$ cat src/rtl/cmd_pkg.sv
// Shared definitions for the command responder: FSM states, frame layout,
// command indices, response types and response-frame assembly.
package cmd_pkg;

  typedef enum logic [1:0] {
    ST_IDLE    = 2'd0,
    ST_DECODE  = 2'd1,
    ST_DELAY   = 2'd2,
    ST_RESPOND = 2'd3
  } state_t;

  typedef enum logic [1:0] {
    RESP_NONE = 2'd0,
    RESP_R1   = 2'd1,
    RESP_R2   = 2'd2,
    RESP_R3   = 2'd3
  } resp_t;

  localparam int START_MSB = 39;
  localparam int START_LSB = 38;
  localparam int INDEX_MSB = 37;
  localparam int INDEX_LSB = 32;
  localparam int ARG_MSB   = 31;
  localparam int ARG_LSB   = 0;

  localparam logic [1:0] START_TX_OK = 2'b01;
  localparam logic [5:0] R2_RESERVED = 6'h3F;
  localparam logic [7:0] END_BYTE    = 8'h01;

  localparam logic [5:0] CMD0  = 6'd0;
  localparam logic [5:0] CMD2  = 6'd2;
  localparam logic [5:0] CMD4  = 6'd4;
  localparam logic [5:0] CMD9  = 6'd9;
  localparam logic [5:0] CMD10 = 6'd10;
  localparam logic [5:0] CMD15 = 6'd15;
  localparam logic [5:0] CMD41 = 6'd41;

  function automatic resp_t resp_type_of(input logic [5:0] idx);
    case (idx)
      CMD0, CMD4, CMD15: return RESP_NONE;
      CMD2, CMD9, CMD10: return RESP_R2;
      CMD41:             return RESP_R3;
      default:           return RESP_R1;
    endcase
  endfunction

  // Short (48-bit) responses sit in the low bits with the upper field zeroed.
  function automatic logic [135:0] form_response(input resp_t rt, input logic [5:0] idx,
                                                 input logic [31:0] status,
                                                 input logic [31:0] ocr_v,
                                                 input logic [119:0] long_v);
    logic [135:0] f;
    f = '0;
    case (rt)
      RESP_R1: f[47:0] = {2'b00, idx, status, END_BYTE};
      RESP_R2: f       = {2'b00, R2_RESERVED, long_v, END_BYTE};
      RESP_R3: f[47:0] = {2'b00, R2_RESERVED, ocr_v, END_BYTE};
      default: f       = '0;
    endcase
    return f;
  endfunction

endpackage

$ cat src/rtl/cmd_responder_if.sv
// Physical-layer command/response handshake between host and responder.
interface cmd_responder_if;
  logic         strobe_in;
  logic [39:0]  cmd_in;
  logic         ack_in;
  logic         ack_out;
  logic         strobe_out;
  logic [135:0] cmd_out;
  logic         idle_out;

  modport master (output strobe_in, cmd_in, ack_in,
                  input  ack_out, strobe_out, cmd_out, idle_out);
  modport slave  (input  strobe_in, cmd_in, ack_in,
                  output ack_out, strobe_out, cmd_out, idle_out);
endinterface

$ cat src/rtl/cmd_delay_counter.sv
// Loadable down-counter that sticks at zero; load takes priority over decrement.
module cmd_delay_counter #(
  parameter int W = 8
) (
  input  logic         clock,
  input  logic         reset,
  input  logic         i_load,
  input  logic [W-1:0] i_load_val,
  input  logic         i_dec,
  output logic         o_zero
);

  logic [W-1:0] r_count;

  always_ff @(posedge clock or negedge reset) begin
    if (!reset) begin
      r_count <= '0;
    end else if (i_load) begin
      r_count <= i_load_val;
    end else if (i_dec && (r_count != '0)) begin
      r_count <= r_count - 1'b1;
    end
  end

  assign o_zero = (r_count == '0);

endmodule

$ cat src/rtl/cmd_responder.sv
// Card-side command responder: accepts a 40-bit command, decodes it and,
// NCR cycles after acceptance, strobes an R1/R2/R3 response until acked or timed out.
module cmd_responder import cmd_pkg::*; #(
  parameter int NCR         = 2,
  parameter int ACK_TIMEOUT = 1024
) (
  input  logic            clock,
  input  logic            reset,
  cmd_responder_if.slave  phy,
  input  logic [31:0]     card_status,
  input  logic [31:0]     ocr,
  input  logic [119:0]    cid,
  input  logic [119:0]    csd,
  output logic            busy,
  output logic            cmd_received,
  output logic [5:0]      cmd_index_out,
  output logic [31:0]     cmd_argument_out,
  output logic            frame_error,
  output logic            resp_timeout
);

  localparam int CNT_MAX = (ACK_TIMEOUT > NCR) ? ACK_TIMEOUT : NCR;
  localparam int CNT_W   = $clog2(CNT_MAX + 1);

  state_t         r_state, w_next;
  logic [39:0]    r_cmd;
  logic [5:0]     r_index;
  logic [31:0]    r_arg;
  logic [135:0]   r_resp;
  logic           r_ack, r_rcvd, r_ferr, r_tout;
  logic           w_load, w_dec, w_zero, w_tout, w_frame_ok, w_accept;
  logic [CNT_W-1:0] w_load_val;
  logic [5:0]     w_idx;
  resp_t          w_rtype;

  assign w_idx      = r_cmd[INDEX_MSB:INDEX_LSB];
  assign w_frame_ok = (r_cmd[START_MSB:START_LSB] == START_TX_OK);
  assign w_rtype    = resp_type_of(w_idx);
  assign w_accept   = (r_state == ST_IDLE) && phy.strobe_in;

  always_ff @(posedge clock or negedge reset) begin
    if (!reset) r_state <= ST_IDLE;
    else        r_state <= w_next;
  end

  // Counter is shared: NCR-2 in DELAY, then ACK_TIMEOUT-1 for the RESPOND window.
  always_comb begin
    w_next     = r_state;
    w_load     = 1'b0;
    w_load_val = '0;
    w_dec      = 1'b0;
    w_tout     = 1'b0;
    case (r_state)
      ST_IDLE: if (phy.strobe_in) w_next = ST_DECODE;
      ST_DECODE: begin
        if (!w_frame_ok || (w_rtype == RESP_NONE)) begin
          w_next = ST_IDLE;
        end else begin
          w_next     = ST_DELAY;
          w_load     = 1'b1;
          w_load_val = CNT_W'(NCR - 2);
        end
      end
      ST_DELAY: begin
        if (w_zero) begin
          w_next     = ST_RESPOND;
          w_load     = 1'b1;
          w_load_val = CNT_W'(ACK_TIMEOUT - 1);
        end else begin
          w_dec = 1'b1;
        end
      end
      ST_RESPOND: begin
        if (phy.ack_in) begin
          w_next = ST_IDLE;
        end else if (w_zero) begin
          w_next = ST_IDLE;
          w_tout = 1'b1;
        end else begin
          w_dec = 1'b1;
        end
      end
      default: w_next = ST_IDLE;
    endcase
  end

  cmd_delay_counter #(.W(CNT_W)) u_cnt (
    .clock      (clock),
    .reset      (reset),
    .i_load     (w_load),
    .i_load_val (w_load_val),
    .i_dec      (w_dec),
    .o_zero     (w_zero)
  );

  always_ff @(posedge clock or negedge reset) begin
    if (!reset) begin
      r_cmd   <= '0;
      r_index <= '0;
      r_arg   <= '0;
      r_resp  <= '0;
      r_ack   <= 1'b0;
      r_rcvd  <= 1'b0;
      r_ferr  <= 1'b0;
      r_tout  <= 1'b0;
    end else begin
      r_ack  <= w_accept;
      r_rcvd <= (r_state == ST_DECODE) && w_frame_ok;
      r_ferr <= (r_state == ST_DECODE) && !w_frame_ok;
      r_tout <= w_tout;
      if (w_accept) r_cmd <= phy.cmd_in;
      if ((r_state == ST_DECODE) && w_frame_ok) begin
        r_index <= w_idx;
        r_arg   <= r_cmd[ARG_MSB:ARG_LSB];
      end
      if ((r_state == ST_DECODE) && w_frame_ok && (w_rtype != RESP_NONE)) begin
        r_resp <= form_response(w_rtype, w_idx, card_status, ocr,
                                (w_idx == CMD2) ? cid : csd);
      end else if ((r_state == ST_RESPOND) && (w_next == ST_IDLE)) begin
        r_resp <= '0;
      end
    end
  end

  assign phy.ack_out    = r_ack;
  assign phy.strobe_out = (r_state == ST_RESPOND);
  assign phy.cmd_out    = r_resp;
  assign phy.idle_out   = (r_state == ST_IDLE);
  assign busy             = (r_state != ST_IDLE);
  assign cmd_received     = r_rcvd;
  assign cmd_index_out    = r_index;
  assign cmd_argument_out = r_arg;
  assign frame_error      = r_ferr;
  assign resp_timeout     = r_tout;

endmodule

$ cat src/flat_wrapper.sv
// flat-port wrapper written by rule: the top's interface ports become plain ports
module cmd_responder_flat import cmd_pkg::*;
#(
  parameter int NCR         = 2,
  parameter int ACK_TIMEOUT = 1024
)
  (clock, reset, card_status, ocr, cid, csd, busy, cmd_received, cmd_index_out, cmd_argument_out, frame_error, resp_timeout, phy_strobe_in, phy_cmd_in, phy_ack_in, phy_ack_out, phy_strobe_out, phy_cmd_out, phy_idle_out);
  cmd_responder_if phy_i ();
  input  logic clock;
  input  logic reset;
  input  logic [31:0] card_status;
  input  logic [31:0] ocr;
  input  logic [119:0] cid;
  input  logic [119:0] csd;
  output logic busy;
  output logic cmd_received;
  output logic [5:0] cmd_index_out;
  output logic [31:0] cmd_argument_out;
  output logic frame_error;
  output logic resp_timeout;
  input wire logic [$bits(phy_i.strobe_in)-1:0] phy_strobe_in;
  input wire logic [$bits(phy_i.cmd_in)-1:0] phy_cmd_in;
  input wire logic [$bits(phy_i.ack_in)-1:0] phy_ack_in;
  output wire logic [$bits(phy_i.ack_out)-1:0] phy_ack_out;
  output wire logic [$bits(phy_i.strobe_out)-1:0] phy_strobe_out;
  output wire logic [$bits(phy_i.cmd_out)-1:0] phy_cmd_out;
  output wire logic [$bits(phy_i.idle_out)-1:0] phy_idle_out;
  assign phy_i.strobe_in = phy_strobe_in;
  assign phy_i.cmd_in = phy_cmd_in;
  assign phy_i.ack_in = phy_ack_in;
  assign phy_ack_out = phy_i.ack_out;
  assign phy_strobe_out = phy_i.strobe_out;
  assign phy_cmd_out = phy_i.cmd_out;
  assign phy_idle_out = phy_i.idle_out;
  cmd_responder #(.NCR(NCR), .ACK_TIMEOUT(ACK_TIMEOUT)) u_core (.clock(clock), .reset(reset), .phy(phy_i), .card_status(card_status), .ocr(ocr), .cid(cid), .csd(csd), .busy(busy), .cmd_received(cmd_received), .cmd_index_out(cmd_index_out), .cmd_argument_out(cmd_argument_out), .frame_error(frame_error), .resp_timeout(resp_timeout));
endmodule
$ cat config.mk
export PLATFORM = sky130hd
export DESIGN_NAME = cmd_responder_flat
export DESIGN_NICKNAME = d
export VERILOG_FILES = /design/src/rtl/cmd_pkg.sv /design/src/rtl/cmd_responder_if.sv /design/src/rtl/cmd_delay_counter.sv /design/src/rtl/cmd_responder.sv /design/src/flat_wrapper.sv
export SDC_FILE = /design/constraint.sdc
export NUM_CORES = 1
export LEC_CHECK = 0
export CORE_AREA = 5 5 203 205
export CTS_CLUSTER_SIZE = 30
export DETAILED_ROUTE_END_ITERATION = 10
export DIE_AREA = 0 0 208 210
export GPL_TIMING_DRIVEN = 0
export HOLD_SLACK_MARGIN = 0.12
export PLACE_DENSITY = 0.7
export SYNTH_ARGS = -nofsm -noshare
export SYNTH_HDL_FRONTEND = slang
export SYNTH_SLANG_ARGS = --single-unit
$ cat constraint.sdc
create_clock -name clock -period 3.2 [get_ports clock]
set_input_delay 0.64 -clock clock [delete_from_list [all_inputs] [get_ports clock]]
set_output_delay 0.64 -clock clock [all_outputs]
set_load 0.005 [all_outputs]
==> impl_metrics.toml <==
[outcome]
status = "finished clean"

[finish]
layout-drive-gt1-share = 0.138
stdcell_area_um2 = 17400
register_area_um2 = 5430
fin_nets = 1793
multi_input_area_um2 = 4570
fillCellCount = 3739
stdcell_count = 1987
area_delta_synth_final_pct = 66.0

[synthesis]
yosysTopAreaCellShare = 0.519
ys_seq_elements = 217
avgSynthCellArea_um2 = 11.8
synth_most_common_cell = "dfrtp_1"
synth_flop_cell = "dfrtp_1"
seq_area_frac_synth = 0.519
synth-edff-count = 0
async_flop_share = 1.00
synthDistinctLibCells = 61
yosys.area.top_type = "dfrtp_1"
syn_inst = 884
synth_warnings = 0
yosys-top-cells-count = "217 x dfrtp_1, 153 x nand2_1, 82 x mux2i_1"
synth_area_um2 = 10500
yosys-top-cells-area = "dfrtp_1 52%, mux2i_1 7.8%, o2bb2ai_2 7.2%"

[placement]
place_inst = 1937
place_area_um2 = 16400
gp_congestion = 0.897
portBuffers = 519
hpwl_um = 33800

[setup_path]
slowest_stage = "nor3_2"
rr_startpoint = "u_core.r_cmd[37]$_DFFE_PN0P_"
crit_chain = "clkbuf_1 > or3_1 > nor3_2 > clkbuf_1 > a222oi_1 > a311oi_2"
crit_start = "u_core.r_cmd[37]$_DFFE_PN0P_"
rrSetupSlack_ns = 0.13
path_class = "reg2reg"
critPathTopFamily = "simple AND/OR/NAND/NOR gates"
startpoint_type = "flop"
cp_data_arrival_time_ns = 3.51
crit_path_max_incr_delay_ns = 0.71
cp_max_fo = 10
cp_data_required_time_ns = 3.64
crit_path_end_kind = "flop"
path_buf_inv = 2
crit_top_cell = "clkbuf_1"

[sta]
tns_ns = 0
max_slew_margin = 0.420
slew_violations = 0
worst_pin_slew_ns = 0.867
finalClockSkew_ns = 0.0144
setup_viol = 0
max_freq_ghz = 0.325
finalHoldViolCount = 0
rsz0062_at_grt = "false"
finalCritPeriodShare = 0.960
period_minus_slack_ns = 3.07

[power]
leakage_nw = 6.82
p_switching_mw = 4.40
internal-power_mw = 8.98
p_per_area_nw_per_um2 = 770
clockPowerShare = 0.244
vdd_drop_max_mv = 0.339
power_frac_comb = 0.422
finalPower_mw = 13.4
swShare = 0.329
seqPwrFrac = 0.335

[die]
die_w_um = 208
ios = 529
core_um2 = 39300
dieArea_um2 = 43700
die_y_um = 210
rows = 73
initial_utilization = 0.266

[detailed_routing]
drc = 0
num_vias = 9639
final_antenna_net_count = 0
post_drt_wl_per_cell_um = 21.7
drt_iter0_drc = 801
first_pass_iters = 10
vias_per_cell = 4.85
drt-total-wl_um = 43200

[grt]
antenna_found_initial = 3
grt_usage = 0.188
grt_max_degree = 120
grt_pass1_vias = 10500
gr-total-overflow = 0
grt_pass1_wl_um = 64600

[clocking]
cts_max_level = 1
cts_root_buf = "clkbuf_16"
numCtsBuffers = 26
postCtsSetupRepairBufs = 0
clk_pin_slew_worst_paths_ns = 0.06
insertion_delay_ns = 0.54
max-clock-path-buffers = 3
cts_tree = "yes"
ctsHoldBuffers = 0
cts_sinks = 217

[hold_path]
min_path_type = "in2async"

[flow_run]
drv_cap = 0
[power by group through the flow]
stage	Sequential, mW	Clock (mW)	Combinational, mW
detailed placement	4.49	0	5.68
floorplan	4.44	0	2.64
finish	4.47	3.26	5.64
global route	4.61	3.47	6.10
CTS	4.47	3.36	5.70
global placement	4.47	0	5.58
[placed cells by master (no fill, tap or decap), drive strengths merged, types with 3 or more instances in the layout]
cell,netlist,layout
a2111oi,5,5
a21oi,13,13
a222oi,32,32
a22o,3,3
a311oi,33,33
buf,33,35
bufinv,0,5
clkbuf,52,91
clkdlybuf4s50,0,518
clkinv,1,5
conb,1,9
dfrtp,217,217
ha,5,5
inv,10,10
mux2,41,41
mux2i,82,82
nand2,153,153
nor2,48,48
nor3,15,15
nor4,3,3
o21ai,6,6
o22a,8,8
o2bb2ai,82,82
or2,3,3
or3,3,3
or4,3,3
[cell families after synthesis]
kind of cell / count (synthesis) / share of synthesized area
and+or+nand+nor: 238 / 0.0957
DFF: 217 / 0.519
AOI/OAI and AO/OA: 203 / 0.206
muxes: 123 / 0.123
buffers and inverters: 96 / 0.0493
adders and majority gates: 5 / 0.00598
other: 1 / 0.000358
xor gates and xnor gates: 1 / 0.000837
[layer usage]
metal  track usage  routed length (µm)  up-vias
li1              -                   -     4375
met1         0.229               16900     4745
met2         0.331               21800      448
met3        0.0510                3400       69
met4        0.0469                1050        2
met5             0                  13        -
[final timing paths]
| kind | cells past startpoint | endpoint |
|---|---|---|
| max in group asynchronous | 2 | u_core.phy.cmd_out[17]$_DFFE_PN0P_ |
| min | 1 | u_core.phy.cmd_out[127]$_DFFE_PN0P_ |
| min in group clock | 2 | u_core.cmd_argument_out[8]$_DFFE_PN0P_ |
| min reg2reg | 2 | u_core.cmd_argument_out[8]$_DFFE_PN0P_ |
| max | 6 | u_core.phy.cmd_out[32]$_DFFE_PN0P_ |
| max reg2reg | 6 | u_core.phy.cmd_out[32]$_DFFE_PN0P_ |
[sequential cells by signal, summed over array words and instances (netlist names)]
signal	cells
u_core.cmd_index_out	6
u_core.r_cmd	40
u_core.cmd_argument_out	32
u_core.cmd_received	1
u_core.phy.ack_out	1
u_core.frame_error	1
u_core.r_state	2
u_core.resp_timeout	1
u_core.phy.cmd_out	122
u_core.u_cnt.r_count	11
[through the flow]
stage	worst slack, ns	util	hold WS [ns]
after floorplan	0.672	-	0.344
after global placement	-7.89	0.416	0.443
after detailed placement	-0.323	0.417	0.448
after CTS	0.00696	0.441	0.133
after global routing	0.0166	0.442	0.158
final	0.128	0.442	0.102
[layout make-up]
| type | instances | area share |
|---|---|---|
| Antenna cell | 2 | 0.000288 |
| Buffer | 85 | 0.0278 |
| Clock buffer | 39 | 0.0443 |
| Clock inverter | 9 | 0.0104 |
| Inverter | 11 | 0.00238 |
| Multi-Input combinational cell | 579 | 0.263 |
| Sequential cell | 217 | 0.313 |
| Tap cell | 525 | 0.0378 |
| Timing Repair Buffer | 520 | 0.301 |
[what timing repair did]
action                                  4_1_cts  5_1_grt
resized for setup                             3       14
endpoints found under the setup margin       31       65
pin swaps                                     0        0
[worst reg2reg max path, stage by stage (launching register included)]
cell and delay [ns]:
dfrtp_1 0.35, clkbuf_1 0.26, or3_1 0.46, nor3_2 0.71
clkbuf_1 0.56, a222oi_1 0.32, a311oi_2 0.33
Power figures use the tool's default switching activity.
